`src/rtl/branch_issue_sequencer.sv`:
```
`default_nettype none
// ============================================================================
// Module      : branch_issue_sequencer
// Description : Queues decoded branch-class instructions in a small FIFO and
//               issues them one at a time into a fixed-latency branch unit
//               that has no squash path. The unit's taken indication is
//               sampled at resolve time; a taken branch or an external flush
//               discards every queued (wrong-path) entry.
// Ports       : clock_i        - clock, all state on the rising edge
//               reset_i        - asynchronous active-low reset
//               stall_i        - holds issue; the resolve wait keeps counting
//               flush_i        - external flush, clears the FIFO, blocks issue
//               inValid_i      - dispatch offers an entry
//               inPayload_i    - entry data
//               inReady_o      - entry accepted this cycle (combinational)
//               issueEnable_o  - one-cycle enable pulse to the branch unit
//               issuePayload_o - instruction fields, valid with issueEnable_o
//               isBranching_i  - branch unit taken indication
//               resolved_o     - one-cycle pulse, in-flight branch resolved
//               taken_o        - resolution result, valid with resolved_o
//               occupancy_o    - entries currently held in the FIFO
//               busy_o         - sequencer is not idle
// Revision    : 1.0 - initial release
// ============================================================================
module branch_issue_sequencer #(
    parameter int DEPTH          = 4,
    parameter int PAYLOAD_WIDTH  = 160,
    parameter int BRANCH_LATENCY = 3
) (
    input  logic                     clock_i,
    input  logic                     reset_i,
    input  logic                     stall_i,
    input  logic                     flush_i,
    input  logic                     inValid_i,
    input  logic [PAYLOAD_WIDTH-1:0] inPayload_i,
    output logic                     inReady_o,
    output logic                     issueEnable_o,
    output logic [PAYLOAD_WIDTH-1:0] issuePayload_o,
    input  logic                     isBranching_i,
    output logic                     resolved_o,
    output logic                     taken_o,
    output logic [$clog2(DEPTH):0]   occupancy_o,
    output logic                     busy_o
);

    localparam int c_PTR_W  = $clog2(DEPTH);
    localparam int c_OCC_W  = $clog2(DEPTH) + 1;
    localparam int c_WAIT_W = $clog2(BRANCH_LATENCY + 2);

    localparam logic [c_OCC_W-1:0]  c_DEPTH     = c_OCC_W'(DEPTH);
    localparam logic [c_WAIT_W-1:0] c_WAIT_LOAD = c_WAIT_W'(BRANCH_LATENCY + 1);
    localparam logic [c_WAIT_W-1:0] c_WAIT_LAST = c_WAIT_W'(1);

    typedef enum logic [1:0] {
        S_IDLE  = 2'd0,
        S_WAIT  = 2'd1,
        S_FLUSH = 2'd2
    } state_t;

    state_t                   state_q,     state_d;
    logic [c_PTR_W-1:0]       wr_ptr_q,    wr_ptr_d;
    logic [c_PTR_W-1:0]       rd_ptr_q,    rd_ptr_d;
    logic [c_OCC_W-1:0]       occ_q,       occ_d;
    logic [c_WAIT_W-1:0]      wait_q,      wait_d;
    logic                     issue_en_q,  issue_en_d;
    logic [PAYLOAD_WIDTH-1:0] payload_q,   payload_d;
    logic                     resolved_q,  resolved_d;
    logic                     taken_q,     taken_d;

    logic [PAYLOAD_WIDTH-1:0] mem_q [DEPTH];

    logic w_ready;
    logic w_push;
    logic w_pop;
    logic w_clear;

    // Readiness excluding reset; the reset gating is applied only on the
    // output so the push enable never depends on the async reset net.
    assign w_ready = (occ_q < c_DEPTH) && (state_q != S_FLUSH) && !flush_i;
    assign w_push  = inValid_i && w_ready;
    assign w_pop   = (state_q == S_IDLE) && (occ_q != '0) && !stall_i && !flush_i;
    // Either a taken branch (FLUSH state) or an external flush empties the queue.
    assign w_clear = flush_i || (state_q == S_FLUSH);

    always_comb begin
        state_d    = state_q;
        wr_ptr_d   = wr_ptr_q;
        rd_ptr_d   = rd_ptr_q;
        occ_d      = occ_q;
        wait_d     = wait_q;
        issue_en_d = 1'b0;
        payload_d  = payload_q;
        resolved_d = 1'b0;
        taken_d    = taken_q;

        if (w_clear) begin
            wr_ptr_d = '0;
            rd_ptr_d = '0;
            occ_d    = '0;
        end else begin
            if (w_push) begin
                wr_ptr_d = wr_ptr_q + 1'b1;
            end
            if (w_pop) begin
                rd_ptr_d = rd_ptr_q + 1'b1;
            end
            case ({w_push, w_pop})
                2'b10:   occ_d = occ_q + 1'b1;
                2'b01:   occ_d = occ_q - 1'b1;
                default: occ_d = occ_q;
            endcase
        end

        case (state_q)
            S_IDLE: begin
                if (w_pop) begin
                    issue_en_d = 1'b1;
                    payload_d  = mem_q[rd_ptr_q];
                    wait_d     = c_WAIT_LOAD;
                    state_d    = S_WAIT;
                end
            end
            S_WAIT: begin
                // Counts down unconditionally: the branch unit cannot be
                // stalled, so its result arrives on a fixed schedule.
                wait_d = wait_q - 1'b1;
                if (wait_q == c_WAIT_LAST) begin
                    resolved_d = 1'b1;
                    taken_d    = isBranching_i;
                    state_d    = isBranching_i ? S_FLUSH : S_IDLE;
                end
            end
            S_FLUSH: begin
                state_d = S_IDLE;
            end
            default: begin
                state_d = S_IDLE;
            end
        endcase
    end

    always_ff @(posedge clock_i or negedge reset_i) begin
        if (!reset_i) begin
            state_q    <= S_IDLE;
            wr_ptr_q   <= '0;
            rd_ptr_q   <= '0;
            occ_q      <= '0;
            wait_q     <= '0;
            issue_en_q <= 1'b0;
            payload_q  <= '0;
            resolved_q <= 1'b0;
            taken_q    <= 1'b0;
        end else begin
            state_q    <= state_d;
            wr_ptr_q   <= wr_ptr_d;
            rd_ptr_q   <= rd_ptr_d;
            occ_q      <= occ_d;
            wait_q     <= wait_d;
            issue_en_q <= issue_en_d;
            payload_q  <= payload_d;
            resolved_q <= resolved_d;
            taken_q    <= taken_d;
        end
    end

    // Storage needs no reset: occupancy guards every read.
    always_ff @(posedge clock_i) begin
        if (w_push) begin
            mem_q[wr_ptr_q] <= inPayload_i;
        end
    end

    assign inReady_o      = reset_i && w_ready;
    assign issueEnable_o  = issue_en_q;
    assign issuePayload_o = payload_q;
    assign resolved_o     = resolved_q;
    assign taken_o        = taken_q;
    assign occupancy_o    = occ_q;
    assign busy_o         = (state_q != S_IDLE);

endmodule
`default_nettype wire

```
`config.mk`:
```
export PLATFORM = sky130hd
export DESIGN_NAME = branch_issue_sequencer
export DESIGN_NICKNAME = d
export VERILOG_FILES = /design/src/rtl/branch_issue_sequencer.sv
export SDC_FILE = /design/constraint.sdc
export NUM_CORES = 1
export LEC_CHECK = 0
export ABC_AREA = 1
export BUFFER_PORTS_ARGS = -buffer_cell sky130_fd_sc_hd__buf_4
export CORE_MARGIN = 3
export CORE_UTILIZATION = 35
export DETAILED_ROUTE_END_ITERATION = 8
export GPL_TIMING_DRIVEN = 0
export PLACE_DENSITY = 0.53
export SLEW_MARGIN = 5
export SYNTH_ARGS = -nofsm -noshare
export SYNTH_HDL_FRONTEND = slang
export SYNTH_SLANG_ARGS = --single-unit
```
`constraint.sdc`:
```
create_clock -name clock_i -period 9.6 [get_ports clock_i]
set_input_delay 1.44 -clock clock_i [delete_from_list [all_inputs] [get_ports clock_i]]
set_output_delay 1.44 -clock clock_i [all_outputs]
set_load 0.05 [all_outputs]
```
==> qor.yml, run 1 <==
p_per_area_nw_per_um2: 303.8
ys.flop_type: "edfxtp_1"
syn_to_final_growth_pct: 25.73
synth_edf_count: 640
drt_first_pass_iters: 5
dr.first_iter.drc_count: 1426
final_max_slew_viol_count: 0
fin_crit_sh: 0.4358
place_area_um2: 35190
cpPeakStageDelay_ns: 0.42
fp.dieArea_um2: 90270
start_kind: "input pin"
grt_pass1_vias: 20390
initial_utilization: 0.3547
finalHoldViolations: 0
crit_chain: "buf_8 > buf_16 > nor3b_1 > buf_4"
layout.nets: 2957
status: "completed"
yosysWarnings: 0
postSynthCellCount: 2324
ys_types: 23
io_pins: 334
worst_pin_slew_ns: 0.9258
hold_class: "reg2reg"
wl_per_cell_um: 22.09
ant_nets: 0
ys_ff_latch: 815
cp_data_required_time_ns: 8.16
ir_drop_uv: 194.6
synth_top_area_frac: 0.6333
avgSynthCellArea_um2: 13.06
antenna_found_initial: 14
synthTopCellsByArea: "edfxtp_1, dfrtp_1, nor2_1"
crit_arrival_ns: 2.74
leakage_nw: 14.07
die_width_um: 300.4
cts-root-buf: "clkbuf_16"
hold_depth: 2
max_freq_mhz: 239.0
syn_nets: 2497
cts_htree_levels: 3
clk_latency_ns: 0.63
drc: 0
die_h_um: 300.4
clockBufferDepth: 3
portBuffers: 333
drive_above_1_share: 0.2078
grt.total_usage: 0.1924
cts_resized: 0
worst_path_max_delay_cell: "nor3b_1"
gp_congestion: 0.7629
fin_skew_ns: 0.01909
rows: 107
relSlewSlack: 0.3813
rsz0062_at_grt: "no"
synthArstFlopShare: 0.2147
yosysTopAreaCell: "edfxtp_1"
period_minus_slack_ns: 4.184
cp_max_fo: 87
grt.overflow.total: 0
netlist_area_um2: 30340
dpl.hpwl_um: 56590
ys_seq_area_frac: 0.7777
setup_viol: 0
end_kind: "primary output"
rr_worst_depth: 7
grt_pass1_wl_um: 129200
cts_tree: "done"
via_count: 19890
final_area_um2: 38150
cts.reportedPaths.clkPinSlew_ns: 0.06
holdBufCountCts: 0
grt_max_degree: 88
clkSinkCount: 815
preCtsSetupSlack_ns: 5.289
worst_slack_ns: 5.416
wirelength_um: 88620
viasPerCell: 4.959
numCtsBuffers: 88
maxCapViolations: 0
core-area_um2: 85550
post_cts_buffers: 0
worstSetupPathType: "in2out"
[synth_stat cells (9+ instances only)]
library cell,instances
a31oi_1,160
buf_2,69
buf_6,9
clkbuf_1,53
dfrtp_1,175
edfxtp_1,640
inv_1,21
nand2_1,24
nand3_1,11
nor2_1,808
o21ai_0,325
[worst max-delay path, delay by kind of cell]
kind          cells  cell delay [ns]
simple gates      1             0.42
buf+inv           3             0.75
[path summary, 6_finish.rpt]
kind / startpoint / end / slack, ns
hold reg to reg: wait_q[2] / wait_q[2] / 0.50
hold / removal: wait_q[2] / wait_q[2] / 0.50
setup reg to reg: occupancy_o[2] / mem_q[3][29] / 6.34
setup / recovery: reset_i / inReady_o / 5.42
max in group asynchronous: reset_i / issuePayload_o[87] / 8.19
min in group asynchronous: reset_i / issuePayload_o[142] / 0.61
[metal layers]
| metal | GRT usage | routed length, µm | share of wire | vias up |
|---|---|---|---|---|
| met1 | 0.2398 | 35700 | 0.40 | 9947 |
| met5 | 0 | 69 | 0.00078 | - |
| met2 | 0.3313 | 44410 | 0.50 | 599 |
| met3 | 0.04816 | 6363 | 0.072 | 135 |
| met4 | 0.05580 | 2079 | 0.023 | 10 |
| li1 | - | - | - | 9198 |
[flip-flops by register name (all words and copies together), names as in the netlist]
signal and cells:
mem_q 640, issuePayload_o 160, occupancy_o 3, wait_q 3
rd_ptr_q 2, state_q 2, wr_ptr_q 2, issueEnable_o 1
resolved_o 1, taken_o 1
[area by class of cell]
cell class                 count  area [µm²]
fill                        7705       47400
sequential                   815       23600
multi-input combinational   1344        5988
timing repair buffer         370        3383
clock buffer                 124        2511
tap                         1144        1431
buffer                       141       698.2
clock inverter                41       432.9
inverter                      24       90.09
antenna                        8       20.02
[placed cells by master (no fill, tap or decap), types with 3 or more instances in the layout]
cell       count
ha_1           6
inv_2          3
buf_16        18
inv_6          4
nor2_1       804
edfxtp_1     640
clkbuf_16     91
inv_16         3
buf_2         69
clkbuf_1      75
nand2_1       24
buf_1          6
buf_4        336
inv_1         21
buf_6          9
buf_12        19
clkbuf_8      11
dfrtp_1      175
clkinv_1      10
a31oi_1      160
o21ai_0      325
clkinv_2      15
bufinv_16      7
diode_2        8
nand3_1       11
nor2_4         5
[where the power goes]
group	switching, mW	total (mW)	internal [mW]
clock network	1.40	3.42	2.03
registers	0.309	4.72	4.41
logic	2.46	3.45	0.987
[logic make-up after synthesis]
kind of cell | after synthesis | share of synthesized area
fa+ha+maj | 7 | 0.003134
simple gates | 847 | 0.1058
flops | 815 | 0.7777
compound gates | 490 | 0.08746
buf+inv | 165 | 0.02598
[stage by stage]
step	utilization	hold WS (ns)	TNS, ns	std cells	total power, mW
6_report	0.4460	0.5002	0	4011	11.59
5_1_grt	0.4458	0.5534	0	4004	12.09
4_1_cts	0.4457	0.5081	0	4003	11.71
3_3_place_gp	0.4007	0.4735	-4358.88	3801	8.266
2_1_floorplan	-	0.4667	0	2324	6.920
3_5_place_dp	0.4113	0.4934	0	3838	8.281
(Power assumes the default switching activity.)
==> run 2, diff against run 1 <==
Clock period 9.6 ns to 3.9 ns, I/O delays scaled along.
==> run 2 against run 1 <==
Net effect:
- total power increased by 150%
- cell count unchanged
- final area about the same
- wire length decreased by 0.81%
- critical path type unchanged
- largest power group unchanged
- highest routed layer unchanged
==> qor.yml, run 2 (same netlist as run 1, synthesis figures left out) <==
status: "completed"
wl_per_cell_um: 21.91
via_count: 19960
core-area_um2: 85550
r2r_start: "occupancy_o[2]"
syn_to_final_growth_pct: 25.65
crit_arrival_ns: 2.47
cts_tree: "done"
grt.total_usage: 0.1901
worst_slack_ns: 0.8425
period_minus_slack_ns: 3.057
max_freq_mhz: 327.1
top_register: "mem_q"
initial_utilization: 0.3547
wirelength_um: 87900
fin_util: 0.4457
antenna_found_initial: 14
drive_above_1_share: 0.2097
dpl.cell_count: 3835
regToRegEndpoint: "mem_q[0][82]"
maxCapViolations: 0
preCtsSetupSlack_ns: 0.7401
rsz0062_at_grt: "no"
portBuffers: 333
rows: 107
crit_family: "buffers and inverters"
cts_resized: 0
stdcell_count: 4011
cts.reportedPaths.clkPinSlew_ns: 0.06
cts_htree_levels: 3
cp_data_required_time_ns: 3.31
setup_tns_ns: 0
rr_worst_depth: 6
final_max_slew_viol_count: 0
worst_pin_slew_ns: 0.7491
regToRegSetupSlack_ns: 1.08
regArea_um2: 23600
clk_latency_ns: 0.64
crit_end: "inReady_o"
crit_cells: 5
fin_crit_sh: 0.7840
cpPeakStageDelay_ns: 0.56
grt_pass1_vias: 20210
cp_max_fo: 85
numCtsBuffers: 88
setup_viol: 0
multi_input_area_um2: 5988
post_cts_buffers: 0
layout.nets: 2955
drt_first_pass_iters: 7
die_h_um: 300.4
grt_max_degree: 86
ant_nets: 0
ir_drop_uv: 497.0
viasPerCell: 4.976
finalHoldViolations: 0
worst_path_max_delay_cell: "dlygate4sd3_1"
dr.first_iter.drc_count: 1393
fillers: 7626
worstSetupPathType: "in2out"
drc: 0
dpl.hpwl_um: 56260
die_width_um: 300.4
crit_chain: "dlygate4sd3_1 > buf_8 > buf_16 > nor3b_1 > buf_4"
fp.dieArea_um2: 90270
cts-root-buf: "clkbuf_16"
final_area_um2: 38130
final_common_cell: "nor2_1"
grt_pass1_wl_um: 128100
clockBufferDepth: 3
p_per_area_nw_per_um2: 749.6
final_cell_mix: "nor2_1, edfxtp_1, buf_4, o21ai_0, dfrtp_1"
end_kind: "primary output"
leakage_nw: 14.05
place_area_um2: 35110
crit_buf_inv: 4
holdWs_ns: 0.1455
relSlewSlack: 0.4994
gp_congestion: 0.7834
io_pins: 334
grt.overflow.total: 0
clkSinkCount: 815
fin_skew_ns: 0.02077
largest_reg_flops: 640
total_power_mw: 28.58
hold_class: "in2reg"
start_kind: "input pin"
setup.worst_path.start: "reset_i"
[run 2: cell count changes in the layout (fill, tap and decap cells not counted), moves of 2 or more]
cell,delta
diode_2,+2
clkbuf_1,-5
clkinv_4,+2
inv_1,-2
buf_16,-4
bufinv_16,+2
inv_8,+2
inv_16,-3
clkbuf_8,+4
clkinv_8,+2
clkbuf_16,-3
[run 2: worst min-delay path by stage]
| stage | from | slack [ns] | endpoint | depth (start not counted) |
|---|---|---|---|---|
| 2_1_floorplan | reset_i | 0.29 | issueEnable_o | 0 |
| 3_3_place_gp | taken_o | 0.47 | taken_o | 2 |
| 3_5_place_dp | reset_i | 0.44 | issuePayload_o[141] | 1 |
| 4_1_cts | inPayload_i[130] | 0.11 | mem_q[0][130] | 1 |
| 5_1_grt | inPayload_i[119] | 0.12 | mem_q[1][119] | 1 |
| 6_report | inPayload_i[119] | 0.15 | mem_q[1][119] | 1 |
[run 2: power by group]
part / internal (mW) / total (mW) / switching (mW)
registers: 10.9 / 11.6 / 0.762
logic: 2.41 / 8.47 / 6.06
clock network: 5.06 / 8.49 / 3.43
total: 18.3 / 28.6 / 10.2
[run 2: repair_timing]
action	4_1_cts	5_1_grt
hold endpoints to repair	15	0
setup endpoints to repair	0	0
hold buffers	1	0
[run 2: metal layers]
layer,vias to the layer above,wire [µm],global-route usage
li1,9216,-,-
met1,9899,34920,0.2347
met2,669,42520,0.3178
met3,160,8078,0.05991
met4,14,2269,0.06139
met5,-,101,0
[run 2: final cells by class]
type	instances	share of cell area
sequential	815	0.6189
multi-input combinational	1344	0.1571
timing repair buffer	368	0.08663
clock buffer	120	0.06484
tap	1144	0.03754
buffer	141	0.01831
clock inverter	45	0.01345
inverter	24	0.002560
antenna	10	0.0006563
[run 2: worst reg2reg max path, delay by kind of cell, from the launching register on]
kind / cells / cell delay [ns]
buffers and inverters: 4 / 0.78
flip-flops: 1 / 0.45
AND/OR/NAND/NOR: 2 / 1.25
